`config.mk`:
```
export PLATFORM = sky130hd
export DESIGN_NAME = priority_scan
export DESIGN_NICKNAME = d
export VERILOG_FILES = /design/src/rtl/priority_scan.sv
export SDC_FILE = /design/constraint.sdc
export NUM_CORES = 1
export LEC_CHECK = 0
export CAP_MARGIN = 30
export CORE_UTILIZATION = 45
export DETAILED_ROUTE_END_ITERATION = 7
export PLACE_DENSITY = 0.77
export SYNTH_ARGS = -nofsm -noshare
export SYNTH_HDL_FRONTEND = slang
export SYNTH_SLANG_ARGS = --single-unit
```
`constraint.sdc`:
```
create_clock -name clk -period 5.8 [get_ports clk]
set_clock_uncertainty 0.2 [all_clocks]
set_input_delay 1.16 -clock clk [delete_from_list [all_inputs] [get_ports clk]]
set_output_delay 1.16 -clock clk [all_outputs]
set_load 0.02 [all_outputs]
```
`src/rtl/priority_scan.sv`:
```
`default_nettype none
// ============================================================================
//  Module      : priority_scan
//  Description : Multi-cycle highest/lowest set-bit finder for wide words.
//                Accepts one word per valid/ready transaction and scans it
//                CHUNK bits per cycle. The scan stops at the first non-zero
//                chunk and the result is the bit index plus a found flag.
//  Revision    : 1.0 - initial release
// ============================================================================
module priority_scan #(
    parameter  int WIDTH = 32,
    parameter  int CHUNK = 8,
    localparam int NCH   = WIDTH / CHUNK,
    localparam int IDX_W = (WIDTH > 1) ? $clog2(WIDTH) : 1
) (
    input  logic             clk,
    input  logic             rst,
    input  logic             in_valid,
    output logic             in_ready,
    input  logic [WIDTH-1:0] in_data,
    input  logic             in_lsb_mode,
    output logic             out_valid,
    input  logic             out_ready,
    output logic [IDX_W-1:0] out_index,
    output logic             out_found
);

    localparam int PTR_W = (NCH > 1)   ? $clog2(NCH)   : 1;
    localparam int OFF_W = (CHUNK > 1) ? $clog2(CHUNK) : 1;

    localparam logic [PTR_W-1:0] c_first_ptr = '0;
    localparam logic [PTR_W-1:0] c_last_ptr  = PTR_W'(NCH - 1);

    typedef enum logic [1:0] {
        IDLE = 2'd0,
        SCAN = 2'd1,
        DONE = 2'd2
    } state_t;

    state_t             r_state;
    logic [WIDTH-1:0]   r_data;
    logic               r_lsb;
    logic [PTR_W-1:0]   r_ptr;
    logic               r_out_valid;
    logic [IDX_W-1:0]   r_out_index;
    logic               r_out_found;

    logic [IDX_W-1:0]   w_base;
    logic [CHUNK-1:0]   w_chunk;
    logic [OFF_W-1:0]   w_off;
    logic               w_hit;
    logic               w_last;
    logic [IDX_W-1:0]   w_index;

    // The only combinational output: ready exactly while idle and out of reset.
    assign in_ready  = (r_state == IDLE) && !rst;
    assign out_valid = r_out_valid;
    assign out_index = r_out_index;
    assign out_found = r_out_found;

    // Select the chunk under the pointer and locate its highest/lowest set bit.
    always_comb begin
        w_base  = IDX_W'(r_ptr) * IDX_W'(CHUNK);
        w_chunk = r_data[w_base +: CHUNK];
        w_hit   = |w_chunk;
        w_off   = '0;
        if (r_lsb) begin
            // Descending sweep: the lowest set bit is written last.
            for (int i = CHUNK - 1; i >= 0; i--) begin
                if (w_chunk[i]) w_off = OFF_W'(i);
            end
        end else begin
            // Ascending sweep: the highest set bit is written last.
            for (int i = 0; i < CHUNK; i++) begin
                if (w_chunk[i]) w_off = OFF_W'(i);
            end
        end
        w_index = w_base + IDX_W'(w_off);
        w_last  = r_lsb ? (r_ptr == c_last_ptr) : (r_ptr == c_first_ptr);
    end

    // Handshake and scan state machine with registered result outputs.
    always_ff @(posedge clk or posedge rst) begin
        if (rst) begin
            r_state     <= IDLE;
            r_data      <= '0;
            r_lsb       <= 1'b0;
            r_ptr       <= '0;
            r_out_valid <= 1'b0;
            r_out_index <= '0;
            r_out_found <= 1'b0;
        end else begin
            case (r_state)
                IDLE: begin
                    if (in_valid) begin
                        r_data  <= in_data;
                        r_lsb   <= in_lsb_mode;
                        r_ptr   <= in_lsb_mode ? c_first_ptr : c_last_ptr;
                        r_state <= SCAN;
                    end
                end
                SCAN: begin
                    if (w_hit) begin
                        r_out_index <= w_index;
                        r_out_found <= 1'b1;
                        r_out_valid <= 1'b1;
                        r_state     <= DONE;
                    end else if (w_last) begin
                        // Word was all zeros: report an explicit miss.
                        r_out_index <= '0;
                        r_out_found <= 1'b0;
                        r_out_valid <= 1'b1;
                        r_state     <= DONE;
                    end else if (r_lsb) begin
                        r_ptr <= r_ptr + PTR_W'(1);
                    end else begin
                        r_ptr <= r_ptr - PTR_W'(1);
                    end
                end
                DONE: begin
                    if (out_ready) begin
                        r_out_valid <= 1'b0;
                        r_state     <= IDLE;
                    end
                end
                default: begin
                    r_out_valid <= 1'b0;
                    r_state     <= IDLE;
                end
            endcase
        end
    end

endmodule
`default_nettype wire
```
### Yosys cells after proc, flatten, opt, wreduce, memory -nomap -nowiden

Cells that the tools add are included.

| cells by class | value |
|---|---|
| add/subtract/negate cells | 3 |
| eq/ne operators | 8 |
| shifts and indexed selects | 1 |
| muxes and demuxes | 36 |
| bitwise operators | 1 |
| reductions and logical operators | 12 |

Operators by type and width:

| kind | count |
|---|---|
| $mux W3 | 15 |
| $shiftx A32 B6 Y8 | 1 |
| $mux W2 | 9 |
| $mux W5 | 2 |
| $ne A2 B2 Y1 const B | 4 |
| $reduce_or A8 Y1 | 1 |
| $mux W1 | 7 |
| $pmux W2 S3 | 1 |
| $reduce_and A3 Y1 | 2 |
| $add A5 B3 Y5 | 1 |
| $eq A2 B2 Y1 const B | 2 |
| $logic_not A2 Y1 | 2 |
| $pmux W2 S2 | 1 |
| $reduce_and A2 Y1 | 2 |
| $reduce_and A4 Y1 | 1 |
| $reduce_bool A2 Y1 | 2 |
| $ne A3 B3 Y1 const B | 1 |
| $pmux W1 S3 | 1 |
| $add A2 B1 Y2 const B | 1 |
| $eq A2 B1 Y1 const B | 1 |
| $sub A2 B1 Y2 const B | 1 |
| $logic_and A1 B1 Y1 | 1 |
| $logic_not A1 Y1 | 1 |
| $not A1 Y1 | 1 |

| word-level totals | value |
|---|---|
| register bits after elaboration | 44 |
| output and inout bits | 8 |
| logic and storage cells | 68 |

### Logic depth before layout (Yosys ltp)

Gate-level depths: netlist of the first run.

| logic depth | value |
|---|---|
| depth in word-level cells | 12 |
| gate-level depth with buffers | 7 |
| depth with buffers taken out | 5 |

### Least setup slack after synthesis of the first run

Ideal clock, no wire load.

| timing | value |
|---|---|
| kind | input to output |
| from | input port rst |
| to | output port in_ready |
| arrival | 1.615 ns |
| data required time | 4.440 ns |
| slack | 2.825 ns |
| stages on the path | 1 |
| path through | nor3_1 |

| on the way | value |
|---|---|
| cells in the longest elaborated chain, start to end | 2 |

Ends and longest elaborated chain:

| what | line | text |
|---|---|---|
| start: declaration | 17 | `input logic rst,` |
| $logic_not A1 Y1 (no line) | - |  |
| $logic_and A1 B1 Y1 | 56 | `assign in_ready = (r_state == IDLE) && !rst;` |
| end: declaration | 19 | `output logic in_ready,` |

Every way passes these cells.

### Final worst setup path of the first run

Ends and elaborated chain as after synthesis.

==> results.sh, run 1 <==
export IMPL_cts_sinks=44
export IMPL_reg2regPathDepth=5
export IMPL_fmax_mhz=268.4
export IMPL_vias_per_cell=5.600
export IMPL_final_nets=234
export IMPL_postSynthAreaPerCell_um2=13.66
export IMPL_finalCriticalPeriod_ns=3.726
export IMPL_synth_mux_area_share_pct=26.58
export IMPL_gr_total_overflow=0
export IMPL_grt_total_usage_pct=18.70
export IMPL_vias=1400
export IMPL_synth_distinct_cells=33
export IMPL_rsz0062_at_grt="no"
export IMPL_synth_top_family_by_area="multiplexers"
export IMPL_drtIter0Drc=54
export IMPL_synth_edff_count=0
export IMPL_htree_levels=2
export IMPL_synth_seq_cells=44
export IMPL_drive_above_1_share_pct=28.79
export IMPL_critPathKind="input port to output port"
export IMPL_hold_class="register to register"
export IMPL_pin_count=45
export IMPL_leakage_nw=1.100
export IMPL_avgRoutedWirePerCell_um=16.22
export IMPL_antenna_found_initial=0
export IMPL_yosys_warnings=0
export IMPL_crit_required_ns=4.44
export IMPL_postCtsHoldBufs=0
export IMPL_synth_main_ff_cell="dfrtp_1"
export IMPL_drc=0
export IMPL_min_path_cells=2
export IMPL_fp_row_count=24
export IMPL_finalSetupViolations=0
export IMPL_outcome="completed"
export IMPL_die_h_um=69.92
export IMPL_core_mm2=0.004384
export IMPL_root_buffer="clkbuf_8"
export IMPL_grt_max_degree=45
export IMPL_gp_congestion=0.7392
export IMPL_r2r_slack_ns=2.66
export IMPL_finalCritPeriodShare_pct=64.24
export IMPL_setup_ws_ns=2.074
export IMPL_grt_pass1_wl_mm=7.107
export IMPL_synth_compound_area_share_pct=7.294
export IMPL_synth_fa_ha_area_share_pct=0
export IMPL_r2r_start="r_ptr[0]$_DFFE_PP0P_"
export IMPL_grt_pass1_vias=1424
export IMPL_cts_buffers=5
export IMPL_antennaDiodeCount=0
export IMPL_max_slew_margin_pct=48.97
export IMPL_initial_utilization_pct=47.35
export IMPL_crit_path_end_kind="output port"
export IMPL_setup_tns_ns=0
export IMPL_netlist_area_mm2=0.002076
export IMPL_synthSimpleGateAreaFrac_pct=10.13
export IMPL_cp_max_fo=2
export IMPL_synth_xor_area_share_pct=0.4219
export IMPL_die_area_mm2=0.004888
export IMPL_syn_nets=189
export IMPL_clock_path_buffers=2
export IMPL_synth_async_reset_ratio_pct=100.0
export IMPL_maxCapViolations=0
export IMPL_cp_data_arrival_time_ns=2.37
export IMPL_crit_start="rst"
export IMPL_ant_nets=0
export IMPL_die_width_um=69.92
export IMPL_clk_pin_slew_worst_paths_ns=0.08
export IMPL_hold_viol_final=0
export IMPL_p_per_area_mw_per_mm2=552.8
export IMPL_synthToLayoutAreaGrowth_pct=28.75
export IMPL_synth_seq_area_share_pct=53.04
export IMPL_dp_slack_ns=2.062
export IMPL_hp_start="out_valid$_DFFE_PP0P_"
export IMPL_ir_drop_v=0.0001943
export IMPL_slew_viol_final=0
export IMPL_worstSkewPairLatency_ns=0.30
export IMPL_hold_end="out_valid$_DFFE_PP0P_"
export IMPL_first_pass_iters=4
export IMPL_worst_pin_slew_ns=0.7654
export IMPL_wirelength_mm=4.055
export IMPL_nFillCells=346
export IMPL_final_cell_mix="clkdlybuf4s50_1 (44), dfrtp_1 (44), mux2_2 (33)"
export IMPL_cts_resized=0
export IMPL_portBuffers=44
export IMPL_cts_tree="yes"
export IMPL_post_cts_buffers=0
export IMPL_r2r_end="r_ptr[0]$_DFFE_PP0P_"
export IMPL_cp_start_kind="input port"
export IMPL_dp_final_hpwl_mm=2.979
export IMPL_synthesis_instances=152
[cells by family (layout without fill, tap and decap cells)]
group / Yosys count / after routing
and+or+nand+nor: 39 / 39
buffers and inverters: 10 / 56
xor gates and xnor gates: 1 / 1
AOI/OAI and AO/OA: 17 / 17
muxes: 41 / 41
DFF: 44 / 44
[final cells by class]
type	instances	area, µm²	share of cell area (%)
flip-flops and latches	44	1101	41.20
multi-input cells	98	922.1	34.50
repair buffers	46	455.4	17.04
clock buffers	6	82.58	3.090
well taps	52	65.06	2.434
clock inverters	2	38.79	1.451
inverters	2	7.507	0.2809
[state kept, by name, indices dropped and copies added (netlist names)]
register and count:
r_data 32, out_index 5, r_ptr 2, r_state 2, out_found 1, out_valid 1
r_lsb 1
[layer usage]
layer  wire (µm)  part of all wire (%)  global-route usage [%]  up-vias
li1            -                     -                       -      643
met1        1754                    43                   24.63      707
met2        2038                    50                   30.45       43
met3         203                   5.0                   5.195        7
met4          58                   1.4                   5.333        0
met5           0                     0                       0        -
[report_power, final]
group / total (mW) / internal [mW] / switching, mW
registers: 0.585 / 0.460 / 0.125
clock network: 0.243 / 0.141 / 0.102
logic: 0.649 / 0.363 / 0.287
total: 1.48 / 0.963 / 0.514
[worst max path at each step]
stage / slack (ns) / cells past startpoint / endpoint
global placement: 2.11 / 3 / in_ready
detailed placement: 2.06 / 3 / in_ready
CTS: 2.06 / 3 / in_ready
global route: 2.00 / 3 / in_ready
floorplan: 2.82 / 1 / in_ready
finish: 2.07 / 3 / in_ready
[critical path, cell delays in order]
cell	delay, ns
clkdlybuf4s50_1	0.44
nor3_1	0.14
clkdlybuf4s50_1	0.62
[Yosys cell counts, types with 2 or more instances]
cell / count / area share [%]
a21o_1: 2 / 0.72
a21oi_1: 3 / 0.72
a22o_1: 2 / 0.84
a32o_1: 2 / 0.96
buf_6: 2 / 1.1
clkbuf_1: 5 / 0.90
dfrtp_1: 44 / 53
inv_1: 2 / 0.36
mux2_2: 33 / 18
mux4_2: 8 / 8.7
nand2_1: 9 / 1.6
nand2b_1: 3 / 0.90
nand3_1: 2 / 0.48
nor2_1: 8 / 1.4
nor2b_1: 4 / 1.2
nor3_1: 5 / 1.2
o31ai_1: 2 / 0.72
[metrics by stage]
stage / hold WS, ns / util (%) / power (mW) / cells / area [µm²]
CTS: 0.2929 / 60.96 / 1.489 / 250 / 2673
detailed placement: 0.2756 / 58.19 / 1.243 / 242 / 2551
floorplan: 0.2752 / - / 1.061 / 152 / 2076
finish: 0.2849 / 60.96 / 1.477 / 250 / 2673
global route: 0.3222 / 60.96 / 1.585 / 250 / 2673
global placement: 0.2586 / 58.19 / 1.192 / 242 / 2551
(Power assumes the default switching activity.)
==> run 2: changes to the inputs <==
==> constraint.sdc (replaced) <==
create_clock -name clk -period 3.8 [get_ports clk]
set_clock_uncertainty 0.2 [all_clocks]
set_input_delay 0.76 -clock clk [delete_from_list [all_inputs] [get_ports clk]]
set_output_delay 0.76 -clock clk [all_outputs]
set_load 0.02 [all_outputs]
==> run 2 against run 1 <==
  * Die area is the same
  * Sequential cell count is the same
  * Via count grew 1.4%
  * Hold slack gained 0.019 ns
  * Sequential share of layout area grew 0.15 points
  * Critical path type is now register to register
  * Largest cell class unchanged
  * Largest power group unchanged
  * Highest routed layer unchanged
==> results.sh, run 2 (synthesis results as in run 1) <==
export IMPL_outcome="completed"
export IMPL_die_width_um=69.92
export IMPL_clock_path_buffers=2
export IMPL_slowest_stage="dfrtp_1"
export IMPL_r2r_end="r_ptr[0]$_DFFE_PP0P_"
export IMPL_hp_start="out_valid$_DFFE_PP0P_"
export IMPL_min_path_cells=2
export IMPL_finalSetupViolations=0
export IMPL_critPathKind="register to register"
export IMPL_wirelength_mm=4.172
export IMPL_cp_start_kind="register"
export IMPL_cp_cell_sequence="mux4_2, or4_1, or3_4, nor3_1, a211oi_2"
export IMPL_cp_max_fo=16
export IMPL_fp_row_count=24
export IMPL_slew_viol_final=0
export IMPL_initial_utilization_pct=47.35
export IMPL_rsz0062_at_grt="no"
export IMPL_max_slew_margin_pct=48.80
export IMPL_ant_nets=0
export IMPL_die_h_um=69.92
export IMPL_top_register="r_data"
export IMPL_maxCapViolations=0
export IMPL_gp_congestion=0.8389
export IMPL_synthToLayoutAreaGrowth_pct=28.27
export IMPL_hold_viol_final=0
export IMPL_cts_tree="yes"
export IMPL_vias=1419
export IMPL_p_switching_mw=0.7845
export IMPL_clk_pin_slew_worst_paths_ns=0.08
export IMPL_nFillCells=345
export IMPL_fmax_mhz=319.6
export IMPL_leakage_nw=1.093
export IMPL_postLayoutCellArea_mm2=0.002663
export IMPL_finalCriticalPeriod_ns=3.129
export IMPL_ir_drop_v=0.0004925
export IMPL_grt_pass1_vias=1467
export IMPL_grt_max_degree=34
export IMPL_power_frac_seq_pct=40.4
export IMPL_cts_resized=0
export IMPL_r2r_slack_ns=0.67
export IMPL_switching_share_pct=35.11
export IMPL_antennaDiodeCount=0
export IMPL_vias_per_cell=5.676
export IMPL_r2r_start="r_ptr[0]$_DFFE_PP0P_"
export IMPL_final_cell_mix="clkdlybuf4s50_1 (44), dfrtp_1 (44), mux2_2 (33)"
export IMPL_internal_power_mw=1.450
export IMPL_dpl_cell_area_mm2=0.002551
export IMPL_antenna_found_initial=0
export IMPL_cpPeakStageDelay_ns=0.84
export IMPL_drtIter0Drc=99
export IMPL_drive_above_1_share_pct=28.79
export IMPL_avgRoutedWirePerCell_um=16.69
export IMPL_largest_reg_flops=32
export IMPL_finalCritPeriodShare_pct=82.35
export IMPL_pwr_share_comb_pct=43.9
export IMPL_dp_final_hpwl_mm=3.064
export IMPL_final_nets=234
export IMPL_setup_tns_ns=0
export IMPL_hold_end="out_valid$_DFFE_PP0P_"
export IMPL_worst_pin_slew_ns=0.7633
export IMPL_reg2regPathDepth=5
export IMPL_crit_required_ns=3.79
export IMPL_die_area_mm2=0.004888
export IMPL_grt_pass1_wl_mm=7.189
export IMPL_portBuffers=44
export IMPL_worstSkewPairLatency_ns=0.30
export IMPL_drc=0
export IMPL_pin_count=45
export IMPL_p_per_area_mw_per_mm2=839.3
export IMPL_cts_sinks=44
export IMPL_root_buffer="clkbuf_8"
export IMPL_htree_levels=2
export IMPL_cts_buffers=5
export IMPL_hold_class="register to register"
export IMPL_crit_path_end_kind="register"
export IMPL_cp_data_arrival_time_ns=3.12
export IMPL_core_mm2=0.004384
export IMPL_grt_total_usage_pct=19.20
export IMPL_gr_total_overflow=0
export IMPL_postCtsHoldBufs=0
export IMPL_first_pass_iters=4
export IMPL_power_frac_clock_pct=15.7
export IMPL_post_cts_buffers=0
## run 2: cell type report
type                    count  area (µm²)  area share (%)
inverters                   2       7.507          0.2820
clock inverters             3       42.54           1.598
flip-flops and latches     44        1101           41.35
clock buffers               5       68.82           2.585
repair buffers             46       455.4           17.11
well taps                  52       65.06           2.444
multi-input cells          98       922.1           34.63
## run 2: how the worst max path moves through the flow
stage / startpoint / to / depth (start not counted)
final: r_ptr[0]$_DFFE_PP0P_ / r_ptr[0]$_DFFE_PP0P_ / 5
after global routing: r_ptr[0]$_DFFE_PP0P_ / r_ptr[0]$_DFFE_PP0P_ / 5
after global placement: r_ptr[0]$_DFFE_PP0P_ / r_ptr[0]$_DFFE_PP0P_ / 5
after detailed placement: r_ptr[0]$_DFFE_PP0P_ / r_ptr[0]$_DFFE_PP0P_ / 5
after CTS: r_ptr[0]$_DFFE_PP0P_ / r_ptr[0]$_DFFE_PP0P_ / 5
after floorplan: r_ptr[1]$_DFFE_PP0P_ / r_ptr[0]$_DFFE_PP0P_ / 6
## run 2: power by group through the flow
| stage | registers, mW | clock network (mW) | logic (mW) |
|---|---|---|---|
| 3_3_place_gp | 0.894 | 0 | 0.935 |
| 6_report | 0.902 | 0.351 | 0.981 |
| 5_1_grt | 0.943 | 0.382 | 1.07 |
| 4_1_cts | 0.907 | 0.361 | 0.988 |
| 3_5_place_dp | 0.913 | 0 | 0.980 |
| 2_1_floorplan | 0.843 | 0 | 0.777 |
## run 2: stage by stage
step / std cells / hold slack, ns / worst slack, ns / power [mW] / util, %
after detailed placement: 242 / 0.2899 / 0.6798 / 1.892 / 58.19
after global routing: 250 / 0.3270 / 0.5108 / 2.394 / 60.73
final: 250 / 0.3037 / 0.6706 / 2.235 / 60.73
after CTS: 250 / 0.3082 / 0.6428 / 2.256 / 60.73
after floorplan: 152 / 0.2752 / 1.196 / 1.619 / -
after global placement: 242 / 0.2631 / 0.7471 / 1.829 / 58.19
## run 2: worst max-delay path: cells and delay by family (launching register included)
kind	cells	cell delay, ns
simple gates	3	1.27
flops	1	0.84
mux	1	0.65
compound gates	1	0.06
## run 2: layer usage
metal	routed length (µm)	vias to the layer above	track usage, %
met1	1702	716	24.32
met3	207	5	4.906
li1	-	652	-
met4	64	0	5.556
met2	2197	46	32.59
met5	0	-	0
